$ cat src/rtl/trig_seq_pkg.sv
// rtl/trig_seq_pkg.sv - shared types and constants for the trigger step sequencer
//
// Purpose: state encoding, status word field positions, level width and a
//          saturating 8-bit increment shared by the sequencer and its table.
package trig_seq_pkg;

  localparam int LEVEL_W = 16;

  typedef enum logic [1:0] {
    ST_IDLE  = 2'd0,
    ST_ARMED = 2'd1,
    ST_RUN   = 2'd2
  } seq_state_t;

  // status = {state[1:0], 6'b0, step_idx[7:0], trig_count[7:0], missed_count[7:0]}
  localparam int STATUS_STATE_LSB  = 30;
  localparam int STATUS_STEP_LSB   = 16;
  localparam int STATUS_TRIG_LSB   = 8;
  localparam int STATUS_MISSED_LSB = 0;

  function automatic logic [7:0] sat_inc8(input logic [7:0] v);
    return (v == 8'hFF) ? v : v + 8'd1;
  endfunction

endpackage

$ cat src/rtl/seq_level_table.sv
// rtl/seq_level_table.sv - level table register file with registered, output-aligned read
//
// Purpose: DEPTH x LEVEL_W storage of output levels. The read register is the
//          sequencer's output register: it loads the addressed entry when the
//          sequencer will be running after this edge, otherwise idle_level.
// Ports:
//   clk, reset      clock and synchronous active-high reset (read register only)
//   we, waddr, wdata  synchronous table write, accepted in any state
//   rd_en           sequencer is in RUN after this edge
//   raddr           step index that will be playing after this edge
//   idle_level      value to present when not running
//   rd_data         registered output level
module seq_level_table
  import trig_seq_pkg::*;
#(
  parameter int DEPTH = 16,
  parameter int AW    = $clog2(DEPTH)
) (
  input  logic                      clk,
  input  logic                      reset,
  input  logic                      we,
  input  logic [AW-1:0]             waddr,
  input  logic signed [LEVEL_W-1:0] wdata,
  input  logic                      rd_en,
  input  logic [AW-1:0]             raddr,
  input  logic signed [LEVEL_W-1:0] idle_level,
  output logic signed [LEVEL_W-1:0] rd_data
);

  logic signed [LEVEL_W-1:0] mem [DEPTH];

  // Contents are deliberately not reset.
  always_ff @(posedge clk) begin
    if (we) begin
      mem[waddr] <= wdata;
    end
  end

  // No write bypass: a write to the playing entry shows up one edge after
  // the write edge, when the register re-reads the updated entry.
  always_ff @(posedge clk) begin
    if (reset) begin
      rd_data <= '0;
    end else if (rd_en) begin
      rd_data <= mem[raddr];
    end else begin
      rd_data <= idle_level;
    end
  end

endmodule

$ cat src/rtl/trig_step_sequencer.sv
// rtl/trig_step_sequencer.sv - trigger-started playback of a level table with per-step dwell
//
// Purpose: IDLE/ARMED/RUN controller. A trigger rise in ARMED latches the run
//          configuration and plays table[0..S-1], each for D cycles, L passes
//          (L=0 plays until arm drops). Counts accepted and missed triggers.
// Ports:
//   clk, reset              clock, synchronous active-high reset
//   arm                     high permits running, low aborts to IDLE
//   exttrig                 trigger input, rising edge starts a run
//   num_steps, dwell, loops run configuration, latched on trigger
//   idle_level              output level when not running
//   tbl_we/tbl_addr/tbl_data  level table write port
//   dout                    sequenced output level
//   busy                    high while running
//   step_stb                pulse on each step change, including the first
//   done                    pulse when a finite run completes
//   status                  {state, 6'b0, step_idx, trig_count, missed_count}
module trig_step_sequencer
  import trig_seq_pkg::*;
#(
  parameter int DEPTH = 16,
  parameter int AW    = $clog2(DEPTH)
) (
  input  logic                      clk,
  input  logic                      reset,
  input  logic                      arm,
  input  logic                      exttrig,
  input  logic [AW:0]               num_steps,
  input  logic [31:0]               dwell,
  input  logic [15:0]               loops,
  input  logic signed [LEVEL_W-1:0] idle_level,
  input  logic                      tbl_we,
  input  logic [AW-1:0]             tbl_addr,
  input  logic signed [LEVEL_W-1:0] tbl_data,
  output logic signed [LEVEL_W-1:0] dout,
  output logic                      busy,
  output logic                      step_stb,
  output logic                      done,
  output logic [31:0]               status
);

  localparam logic [AW:0]   DEPTH_W = (AW+1)'(DEPTH);
  localparam logic [AW:0]   ONE_S   = (AW+1)'(1);
  localparam logic [AW-1:0] IDX_ONE = AW'(1);

  seq_state_t    state;
  logic [AW-1:0] step_idx;
  logic [31:0]   dwell_cnt;
  logic [15:0]   pass_cnt;
  logic [AW-1:0] last_idx_q;
  logic [31:0]   dwell_m1_q;
  logic [15:0]   loops_q;
  logic          trig_q;
  logic [7:0]    trig_count;
  logic [7:0]    missed_count;

  logic          trig_rise;
  logic [AW:0]   steps_eff;
  logic [AW-1:0] last_idx_in;
  logic [31:0]   dwell_m1_in;
  logic          dwell_done;
  logic          step_last;
  logic          pass_last;
  logic          run_end;
  logic          rd_en;
  logic [AW-1:0] rd_addr;

  assign trig_rise = exttrig & ~trig_q;

  // Configuration is stored as "last index" / "dwell minus one" so the
  // run-time compares need no arithmetic.
  always_comb begin
    steps_eff = num_steps;
    if (num_steps == '0) begin
      steps_eff = ONE_S;
    end else if (num_steps > DEPTH_W) begin
      steps_eff = DEPTH_W;
    end
    last_idx_in = AW'(steps_eff - ONE_S);
    dwell_m1_in = (dwell == 32'd0) ? 32'd0 : dwell - 32'd1;
  end

  assign dwell_done = (dwell_cnt == dwell_m1_q);
  assign step_last  = (step_idx == last_idx_q);
  assign pass_last  = (loops_q != 16'd0) && (pass_cnt == loops_q - 16'd1);
  assign run_end    = dwell_done && step_last && pass_last;

  // Step index that will be playing after this edge; feeds the table's
  // registered read so the new level appears on the same edge as step_stb.
  always_comb begin
    rd_en   = 1'b0;
    rd_addr = step_idx;
    if (arm) begin
      if (state == ST_ARMED && trig_rise) begin
        rd_en   = 1'b1;
        rd_addr = '0;
      end else if (state == ST_RUN) begin
        rd_en = !run_end;
        if (dwell_done) begin
          rd_addr = step_last ? '0 : step_idx + IDX_ONE;
        end
      end
    end
  end

  always_ff @(posedge clk) begin
    if (reset) begin
      state        <= ST_IDLE;
      step_idx     <= '0;
      dwell_cnt    <= '0;
      pass_cnt     <= '0;
      last_idx_q   <= '0;
      dwell_m1_q   <= '0;
      loops_q      <= '0;
      trig_q       <= 1'b1;  // a trigger held high through reset must not fire
      trig_count   <= '0;
      missed_count <= '0;
      busy         <= 1'b0;
      step_stb     <= 1'b0;
      done         <= 1'b0;
    end else begin
      trig_q   <= exttrig;
      step_stb <= 1'b0;
      done     <= 1'b0;
      if (!arm) begin
        // Abort wins over any trigger in the same cycle; nothing is counted.
        state     <= ST_IDLE;
        busy      <= 1'b0;
        step_idx  <= '0;
        dwell_cnt <= '0;
        pass_cnt  <= '0;
      end else begin
        case (state)
          ST_IDLE: begin
            state <= ST_ARMED;
          end
          ST_ARMED: begin
            if (trig_rise) begin
              state      <= ST_RUN;
              busy       <= 1'b1;
              step_stb   <= 1'b1;
              step_idx   <= '0;
              dwell_cnt  <= '0;
              pass_cnt   <= '0;
              last_idx_q <= last_idx_in;
              dwell_m1_q <= dwell_m1_in;
              loops_q    <= loops;
              trig_count <= sat_inc8(trig_count);
            end
          end
          ST_RUN: begin
            if (trig_rise) begin
              missed_count <= sat_inc8(missed_count);
            end
            if (dwell_done) begin
              dwell_cnt <= '0;
              if (step_last) begin
                step_idx <= '0;
                if (pass_last) begin
                  state    <= ST_ARMED;
                  busy     <= 1'b0;
                  done     <= 1'b1;
                  pass_cnt <= '0;
                end else begin
                  step_stb <= 1'b1;
                  // Continuous mode never uses the pass count; keep it still.
                  if (loops_q != 16'd0) begin
                    pass_cnt <= pass_cnt + 16'd1;
                  end
                end
              end else begin
                step_idx <= step_idx + IDX_ONE;
                step_stb <= 1'b1;
              end
            end else begin
              dwell_cnt <= dwell_cnt + 32'd1;
            end
          end
          default: begin
            state <= ST_IDLE;
          end
        endcase
      end
    end
  end

  always_comb begin
    status = '0;
    status[STATUS_STATE_LSB +: 2]  = state;
    status[STATUS_STEP_LSB +: 8]   = 8'(step_idx);
    status[STATUS_TRIG_LSB +: 8]   = trig_count;
    status[STATUS_MISSED_LSB +: 8] = missed_count;
  end

  seq_level_table #(
    .DEPTH (DEPTH),
    .AW    (AW)
  ) u_table (
    .clk        (clk),
    .reset      (reset),
    .we         (tbl_we),
    .waddr      (tbl_addr),
    .wdata      (tbl_data),
    .rd_en      (rd_en),
    .raddr      (rd_addr),
    .idle_level (idle_level),
    .rd_data    (dout)
  );

endmodule

$ cat config.mk
export PLATFORM = sky130hd
export DESIGN_NAME = trig_step_sequencer
export DESIGN_NICKNAME = d
export VERILOG_FILES = /design/src/rtl/trig_seq_pkg.sv /design/src/rtl/seq_level_table.sv /design/src/rtl/trig_step_sequencer.sv
export SDC_FILE = /design/constraint.sdc
export NUM_CORES = 1
export LEC_CHECK = 0
export ABC_AREA = 1
export CAP_MARGIN = 20
export CORE_UTILIZATION = 59
export DETAILED_ROUTE_END_ITERATION = 10
export PLACE_DENSITY = 0.8
export SLEW_MARGIN = 10
export SYNTH_ARGS = -nofsm -noshare
export SYNTH_HDL_FRONTEND = slang
export SYNTH_SLANG_ARGS = --single-unit
$ cat constraint.sdc
create_clock -name clk -period 2.75 [get_ports clk]
set_input_delay 0.4125 -clock clk [delete_from_list [all_inputs] [get_ports clk]]
set_output_delay 0.4125 -clock clk [all_outputs]
set_load 0.005 [all_outputs]
==> metrics.txt <==
final RePlAce weighted congestion=0.932; Reg clk slew, reported paths=0.07 ns; H-tree depth=2; count of warnings emitted by yosys=0; post-synth top area cell=edfxtp_1; HPWL after DPL=about 36000 um; net switching power=~0.0032 W; achievable clock frequency=0.365 GHz; CTS tree=done; worst-path cell chain=xnor2_2 > nand2_1 > nor2_1 > nand2_1 > nor2_1 > nand2_2 > buf_4 > inv_2 > nand2_1 > nand2_1 > nand3_1 > a21oi_4 > inv_2 > buf_12 > nand3_1 > nand3_1 > nand3_1 > buf_4 > nand2_1 > inv_1; Pleak=~10 nW; Worst Path Max Fanout=12; Die Span X=183 um; share of cells above drive strength 1=0.151; via density per instance=5.67; CP required=roughly 3.2 ns; Final Slew Violations=0; first-pass GRT wire length=84400 um; Fin. Hold Viols=0; fin crit period=roughly 2.7 ns; Power Density=556 mW/mm^2; Buf/Inv on CP=6; Max Clock Skew=roughly 0.031 ns; Clock power frac=0.419; crit path launch type=flip-flop; initial antenna violation count=1; CTS buffer count=41; slew at the pin closest to its max-slew limit=0.886 ns; final worst slack=about 0.013 ns; total congestion overflow=0; Longest Clk Path Bufs=3; # IOs=145; sequential fraction of design power=0.479; Worst IR Drop VDD=around 0.57 mV; Slowest-stage cell, CP=dfxtp_4; Non-Filler Instances=2987; cell mode on critical path=nand2_1; DIE HEIGHT=183 um; worst hold-check path type=primary input to flip-flop; Top delay family on crit path=simple AND/OR/NAND/NOR gates; DRT Pass-1 Iters=7; die area=roughly 0.034 mm^2; placed inst area=0.0224 mm^2; placed cells=a little under 3000; Avg WL per Cell=18.9 um; Synth top area share=0.397; combinational share of power=0.102; crit path DAT=3.23 ns; via count=roughly 17000; GRT Overall Usage=0.323; power consumption=roughly 0.014 W; fin nets=roughly 2600; Final setup viols=0; Detail Route Antenna Nets=0; Mapped Area=0.0194 mm^2; Slowest Stage Delay on Critical Path=0.36 ns; CTS Sinks=398; ys async rst share=0; switching share of power=0.238; number of global-route vias before repair=16269; root buf cell=clkbuf_16; Distinct cells, synth=54; Residual DRC=0; worst slack at placement=-0.441 ns; number of synthesized flops with an enable pin=256; period utilisation layout=0.995; syn_area_per_cell=slightly below 9 um^2; Sum Neg Setup Slack=0 ns; kind of critical path=flip-flop to flip-flop; Relative slew margins=0.409; largest net degree at the start of global routing=65; P&R area growth vs syn=26.2%; First DRT Iteration DRCs=2142; RSZ-0062 raised after global routing=yes; status=complete, no violations; Placement Rows=65; Starting Density=0.607; WL final=roughly 56000 um; final non-filler cell area=0.0244 mm^2; cell-internal power=0.0104 W; Seq/Total Area, Yosys=0.544; crit path capture type=flip-flop; Mapped Cells=between 2000 and 2500; #FFs+latches synth=398; IO Port Bufs=134; worst skew pair latency=0.56 ns; synth top area cells=edfxtp_1, dfxtp_1, nand3_1; Top FF cell, synth=edfxtp_1; max-cap violation count=0; core area=0.0319 mm^2
final timing paths:
path	start	endpoint	slack, ns	cells after the start
worst max-delay path	dwell_cnt[26]	u_table.rd_data[13]	0.01	20
worst min-delay path	reset	missed_count[5]	0.46	2
worst max register to register	dwell_cnt[26]	u_table.rd_data[13]	0.01	20
worst min register to register	dwell_m1_q[28]	dwell_m1_q[28]	0.48	2
power by group through the flow:
stage / Clock (W) / Sequential (W) / Combinational, W
finish: 0.00569 / 0.00651 / 0.00139
global route: 0.00594 / 0.00651 / 0.00148
CTS: 0.00569 / 0.00650 / 0.00124
detailed placement: 0 / 0.00663 / 0.00121
global placement: 0 / 0.00663 / 0.00118
floorplan: 0 / 0.00662 / 0.000642
registers in the layout, indices dropped and copies added (netlist names):
register	count
missed_count	8
trig_count	8
pass_cnt	16
step_idx	4
u_table.mem	256
trig_q	1
dwell_m1_q	32
busy	1
step_stb	1
u_table.rd_data	16
done	1
loops_q	16
dwell_cnt	32
last_idx_q	4
state	2
cell usage after synthesis (5+ instances only):
library cell    n
a211oi_1        5
a21oi_1       101
buf_2          38
buf_4          23
buf_6           5
clkbuf_1       33
dfxtp_1       142
edfxtp_1      256
ha_1           12
inv_1         338
inv_2          10
nand2_1       418
nand2_2         8
nand3_1       346
nand3_2         5
nand3b_1       52
nand4_1        11
nor2_1        178
nor3_1         29
nor3b_1         8
nor4_1         10
o21a_1          6
o21ai_0        47
xnor2_1        36
xor2_1         49
through the flow:
stage / hold WS, ns / utilization
after floorplan: 0.453 / -
after global placement: 0.466 / 0.703
after detailed placement: 0.474 / 0.703
after CTS: 0.425 / 0.749
after global routing: 0.485 / 0.766
final: 0.463 / 0.766
final cells by class:
type / instances / area, um^2
repair buffers: 351 / 3380
fillers: 2053 / 7450
inverters: 348 / 1310
clock buffers: 59 / 1190
well taps: 435 / 544
multi-input cells: 1379 / 7270
diodes: 1 / 2.50
flip-flops and latches: 398 / 10500
clock inverters: 16 / 196
cell usage in the layout, fill, tap and decap left out, drive strengths merged, types with 2 or more instances in the layout:
cell / n
nand3b: 53
xor2: 49
or2: 6
clkdlybuf4s50: 133
conb: 10
nor4: 11
and3: 2
nor3: 35
nand4: 12
a211oi: 5
o21a: 6
a21oi: 106
dfxtp: 142
buf: 212
a221oi: 3
bufinv: 3
nor2: 186
nand2: 428
clkinv: 8
edfxtp: 256
inv: 349
ha: 12
clkbuf: 65
nand3: 351
o21ai: 48
clkinvlp: 4
a31oi: 2
nor3b: 8
xnor2: 37
timing repair:
action | in CTS | in global routing
endpoints found under the setup margin | 16 | 42
resized for setup | 9 | 61
hold buffers | 0 | 0
hold endpoints to repair | 0 | 0
buffers inserted | 1 | 14
gates cloned | 2 | 6
pin swaps | 2 | 16
cells by family after synthesis:
kind of cell,Yosys count,synth area share
adder cells (fa/ha/maj),12,0.00776
other,1,0.000194
AND/OR/NAND/NOR,1093,0.261
XOR/XNOR,86,0.0393
AO/OA/AOI/OAI,177,0.0513
buffers and inverters,451,0.0963
flip-flops,398,0.544
metal layers:
layer	routed length, um	part of all wire	GRT usage	up-vias
met5	0	0	0	-
met2	27000	0.48	0.544	962
met3	5720	0.10	0.0592	220
met4	2730	0.048	0.140	0
li1	-	-	-	7851
met1	20900	0.37	0.408	7902
(Power assumes the default switching activity.)
